===== src/rtl/trivium_core.sv =====
`default_nettype none
// ============================================================================
// Module      : trivium_core
// Description : Trivium keystream generator, 288-bit state, 1152-step warm-up.
// Revision    : 1.0
// ============================================================================
module trivium_core #(
    parameter int WARMUP_CYCLES = 1152
) (
    input  logic        clk,
    input  logic        rst,
    input  logic        enable,
    input  logic        start,
    input  logic [79:0] key,
    input  logic [79:0] iv,
    output logic        keystream_bit,
    output logic        keystream_valid,
    output logic        busy
);

    typedef enum logic [1:0] {
        IDLE   = 2'd0,
        WARMUP = 2'd1,
        RUN    = 2'd2
    } state_t;

    localparam logic [10:0] C_LAST = 11'(WARMUP_CYCLES - 1);

    // s_q[i-1] holds cipher state bit s_i
    logic [287:0] s_q, s_d, s_load, s_next;
    state_t       state_q, state_d;
    logic [10:0]  cnt_q, cnt_d;
    logic         ks_bit_q, ks_bit_d;
    logic         ks_valid_q, ks_valid_d;
    logic         t1, t2, t3, z, t1n, t2n, t3n;

    always_comb begin
        s_load = '0;
        for (int i = 0; i < 80; i++) begin
            s_load[i]      = key[79-i];
            s_load[93 + i] = iv[79-i];
        end
        s_load[287:285] = 3'b111;
    end

    always_comb begin
        t1  = s_q[65]  ^ s_q[92];
        t2  = s_q[161] ^ s_q[176];
        t3  = s_q[242] ^ s_q[287];
        z   = t1 ^ t2 ^ t3;
        t1n = t1 ^ (s_q[90]  & s_q[91])  ^ s_q[170];
        t2n = t2 ^ (s_q[174] & s_q[175]) ^ s_q[263];
        t3n = t3 ^ (s_q[285] & s_q[286]) ^ s_q[68];
        s_next = {s_q[286:177], t2n, s_q[175:93], t1n, s_q[91:0], t3n};
    end

    always_comb begin
        s_d        = s_q;
        state_d    = state_q;
        cnt_d      = cnt_q;
        ks_bit_d   = ks_bit_q;
        ks_valid_d = 1'b0;
        if (start) begin
            // Reload wins over enable and any warm-up or run in progress
            s_d     = s_load;
            cnt_d   = '0;
            state_d = WARMUP;
        end else begin
            case (state_q)
                WARMUP: begin
                    if (enable) begin
                        s_d   = s_next;
                        cnt_d = cnt_q + 11'd1;
                        if (cnt_q == C_LAST) begin
                            state_d = RUN;
                        end
                    end
                end
                RUN: begin
                    if (enable) begin
                        s_d        = s_next;
                        ks_bit_d   = z;
                        ks_valid_d = 1'b1;
                    end
                end
                IDLE:    state_d = IDLE;
                default: state_d = IDLE;
            endcase
        end
    end

    always_ff @(posedge clk or posedge rst) begin
        if (rst) begin
            s_q        <= '0;
            state_q    <= IDLE;
            cnt_q      <= '0;
            ks_bit_q   <= 1'b0;
            ks_valid_q <= 1'b0;
        end else begin
            s_q        <= s_d;
            state_q    <= state_d;
            cnt_q      <= cnt_d;
            ks_bit_q   <= ks_bit_d;
            ks_valid_q <= ks_valid_d;
        end
    end

    assign keystream_bit   = ks_bit_q;
    assign keystream_valid = ks_valid_q;
    assign busy            = (state_q == WARMUP);

endmodule
`default_nettype wire


===== config.mk =====
export PLATFORM = sky130hd
export DESIGN_NAME = trivium_core
export DESIGN_NICKNAME = d
export VERILOG_FILES = /design/src/rtl/trivium_core.sv
export SDC_FILE = /design/constraint.sdc
export NUM_CORES = 1
export LEC_CHECK = 0
export BUFFER_PORTS_ARGS = -buffer_cell sky130_fd_sc_hd__buf_4
export CAP_MARGIN = 15
export CORE_ASPECT_RATIO = 0.75
export CORE_MARGIN = 10
export CORE_UTILIZATION = 62
export CTS_CLUSTER_SIZE = 14
export DETAILED_ROUTE_END_ITERATION = 8
export GPL_ROUTABILITY_DRIVEN = 0
export HOLD_SLACK_MARGIN = 0.02
export PLACE_DENSITY = 0.85
export SYNTH_ARGS = -nofsm -noshare
export SYNTH_HDL_FRONTEND = slang
export SYNTH_SLANG_ARGS = --single-unit

===== constraint.sdc =====
create_clock -name clk -period 14.71 [get_ports clk]
set_clock_uncertainty 0.15 [all_clocks]
set_input_delay 0.7355 -clock clk [delete_from_list [all_inputs] [get_ports clk]]
set_output_delay 0.7355 -clock clk [all_outputs]
set_load 0.02 [all_outputs]

; ---- After elaboration in Yosys (flattened, before gate mapping)
; Index checks and enable logic that the tools add are counted.
; W data, S select, Z words.
[op_classes]
n_eq_ne = 6
mux = 13
addsub = 1
bitwise = 15
n_reduce_logical = 8
[op_table]
columns = operator, count
row1 = $mux W288, 3
row2 = $mux W11, 3
row3 = $add A11 B1 Y11 const B, 1
row4 = $eq A11 B11 Y1 const B, 1
row5 = $xor A1 B1 Y1, 11
row6 = $mux W2, 3
row7 = $reduce_and A3 Y1, 2
row8 = $reduce_bool A2 Y1, 3
row9 = $pmux W2 S2, 1
row10 = $reduce_and A2 Y1, 2
row11 = $and A1 B1 Y1, 3
row12 = $mux W1, 3
row13 = $ne A3 B2 Y1 const B, 1
row14 = $ne A3 B3 Y1 const B, 1
row15 = $eq A2 B1 Y1 const B, 1
row16 = $eq A2 B2 Y1 const B, 1
row17 = $ne A2 B2 Y1 const B, 1
row18 = $reduce_or A2 Y1, 1
row19 = $not A1 Y1, 1
[totals]
reg_bits = 303
output_inout_bits = 3
input_bits = 164

; ---- Logic depth before layout (Yosys ltp)
[depth]
depth_word = 6
ltp_mapped = 8
depth_no_buf = 6

; ---- Least setup slack after synthesis
; Ideal clock, no wire load.
[synth_timing]
kind = input-to-reg
startpoint = in enable
endpoint = reg s_q[104]
path_slack_ns = 12.916
stages = 6
arrival_time_ns = 1.511
path_cell_list = nand2b_1 buf_2 buf_4 buf_4 mux2i_1 o21ai_0
[synth_via]
elab_chain_len = 2
[synth_lines]
columns = element, line_no
row1 = "start, declared", 12  ; input logic enable,
row2 = $reduce_bool A2 Y1 (no line), --
row3 = $reduce_and A2 Y1 (no line), --
row4 = "end signal, assigned", 94  ; s_q <= '0;
row5 = "end signal, assigned", 100  ; s_q <= s_d;
row6 = "end, declared", 30  ; logic [287:0] s_q, s_d, s_load, s_next;
; No other way between the ends.
; A chain may end at the register's enable or synchronous reset.

; ---- Worst setup path after layout
[layout_timing]
startpoint = in start
endpoint = reg s_q[0]
[layout_via]
elab_chain_len = 2
elab_cells_between_ends = 4
[layout_lines]
columns = element, line_no
row1 = "start, declared", 13  ; input logic start,
row2 = $reduce_bool A2 Y1 (no line), --
row3 = $reduce_and A2 Y1 (no line), --
; Several ways; a longest one is shown, not always the timed one.

==> impl_metrics.toml <==
[cts]
cts_setup_buffers = 0
clk_pin_slew_ns = 0.06
cts_tree = "yes"
clk_latency_ns = 0.53
ctsHoldBuffers = 0
cts_buffer_depth = 3
htreeDepth = 1
cts_buffers = 28
cts-root-buf = "clkbuf_16"
cts.sinks = 303
cts_resized = 0

[sta]
finalSetupViolCount = 0
period_minus_slack_ns = 3.95
timing.slew.headroom = 0.264
whs_ns = 0.260
max_freq_mhz = 253
grt_setup_unrepaired = "false"
setup_tns_ns = 0
hold_viol = 0
setup_ws_ns = 10.76
maxSlewViolCount = 0
worst_slew_pin_slew_ns = 1.10
min_period_over_period = 0.269

[global_routing]
grt_antenna_before_repair = 0
grt_usage = 0.195
grt_pass1_vias = 9552
grt_pass1_wl_um = 46300
overflow = 0
grt_max_degree = 212

[yosys]
synth-edff-count = 0
ys_types = 35
ys_warn_count = 0
ys_seq_area_frac = 0.574
syn_avg_cell_area_um2 = 9.86
async_reset_ff_frac = 1.00
synthCells = 1340
netlist_area_um2 = 13200
syn_nets = 1507
ys.flop_type = "dfrtp_1"
synth-seq-cells = 303

[floorplanning]
coreArea_um2 = 21100
die_w_um = 189
rows = 46
die_y_um = 146
dieArea_um2 = 27600
ioPinCount = 167
initial_core_util = 0.627

[place]
place_area_um2 = 14400
dp_slack_ns = 10.20
dp_hpwl_um = 17300
io_buffers = 166

[detailed_routing]
wl_per_cell_um = 15.9
ant_nets = 0
first_pass_iters = 5
via_per_inst = 5.53
drtIter0Drc = 1026
routed_wl_um = 27900
vias = 9707
drc = 0

[critical_path]
endpoint_kind = "register"
critical-path-max-stage-delay_ns = 0.91
cp_cell_sequence = "buf_8 -> buf_4 -> buf_4 -> buf_4 -> a211oi_1 -> a21o_1"
critical_path_peak_fanout = 146
path_common_cell = "buf_4"
cpMaxStageDelayCell = "buf_4"
cp_data_arrival_time_ns = 4.22
cp.required_ns = 14.98
worst-setup-path-type = "in2reg"
worstSetupStartpointType = "primary input"

[finish]
syn_to_final_growth_pct = 16.1
n_antenna_cell = 0
stdcell_area_um2 = 15300
num-nets-final = 1614
fillers = 1473
drive_gt1_frac = 0.149

[power_and_ir_drop]
power_density_nw_per_um2 = 120
ir_drop_mv = 0.0900
p_leak_nw = 7.18

[min_path]
min_path_type = "in2reg"

[run]
maxCapViolCount = 0

[status]
status = "finished, final reports clean"
registers in the layout, indices dropped and copies added, names as in the netlist:
| signal | flops |
|---|---|
| cnt_q | 11 |
| keystream_bit | 1 |
| keystream_valid | 1 |
| s_q | 288 |
| state_q | 2 |
stage by stage:
step                       util  cells  power [mW]
after global placement    0.684   1704        1.14
after floorplan               -   1340        1.08
final                     0.728   1755        1.84
after CTS                 0.726   1754        1.85
after detailed placement  0.684   1704        1.15
after global routing      0.728   1755        1.92
kinds of logic (layout without fill, tap and decap cells):
logic type                 Yosys count  after routing  share of synthesized area
AOI/OAI and AO/OA                  296            296                      0.115
xor gates and xnor gates            17             17                     0.0134
adders and majority gates            3              3                    0.00284
buffers and inverters              105            232                     0.0404
DFF                                303            303                      0.574
muxes                              159            159                      0.121
and+or+nand+nor                    457            457                      0.134
final cells by class:
type	count	area (um^2)	area share
Tap cell	288	360	0.0235
Inverter	7	33.8	0.00220
Sequential cell	303	7580	0.495
Timing Repair Buffer	175	1350	0.0883
Clock inverter	3	40.0	0.00261
Clock buffer	47	853	0.0557
Multi-Input combinational cell	932	5110	0.333
worst max-delay path, delay by kind of cell:
family          cells  cell delay [ns]
compound gates      2             0.33
buf+inv             4             3.05
cells in the mapped netlist (4+ instances only):
| cell type | instances | share of area |
|---|---|---|
| buf_6 | 7 | 0.0060 |
| nand2_1 | 418 | 0.12 |
| inv_1 | 7 | 0.0020 |
| buf_2 | 18 | 0.0068 |
| o21ai_1 | 60 | 0.023 |
| xor2_1 | 4 | 0.0027 |
| buf_4 | 17 | 0.0097 |
| dfrtp_1 | 303 | 0.57 |
| nand3_1 | 5 | 0.0019 |
| nor3_1 | 4 | 0.0015 |
| xnor2_1 | 11 | 0.0073 |
| nor2_1 | 17 | 0.0048 |
| mux2i_1 | 158 | 0.12 |
| a21oi_1 | 126 | 0.048 |
| o21ai_0 | 99 | 0.038 |
| clkbuf_1 | 53 | 0.015 |
final timing paths:
kind	depth (start not counted)	to	slack, ns	start
worst min-delay path	3	s_q[127]	0.26	iv[45]
min in group asynchronous	2	s_q[249]	0.28	rst
worst min register to register	2	s_q[285]	0.35	s_q[284]
max in group asynchronous	5	s_q[219]	12.04	rst
worst max register to register	7	s_q[66]	10.83	state_q[0]
worst max-delay path	6	s_q[0]	10.76	start
routing by layer:
metal	up-vias	GRT usage	wire [um]
li1	4692	-	-
met1	4731	0.273	12500
met2	247	0.309	13400
met3	37	0.0407	1550
met4	0	0.0424	466
met5	-	0	0
where the power goes:
group	leakage, nW	internal, mW	switching, mW	total (mW)
sequential	3.93	0.887	0.0324	0.919
clock	0.437	0.409	0.292	0.702
combinational	2.82	0.0959	0.124	0.220
cell usage in the layout, fill, tap and decap left out, drive strengths merged:
master  count
mux2i     158
a41o        1
clkbuf     47
a311oi      1
nor2b       1
or3         2
a21o        3
mux2        1
nor3b       1
inv         7
o21ai     159
a211oi      3
xnor2      11
dfrtp     303
xnor3       2
nand3b      3
clkinv      2
nor2       17
a221oi      1
nand4       3
xor2        4
nor4        1
nand3       5
a21oi     127
bufinv      1
buf       175
nor3        4
ha          3
nand2     418
o31ai       1
nand2b      2
Note: power is estimated with default switching activity, not from simulation.
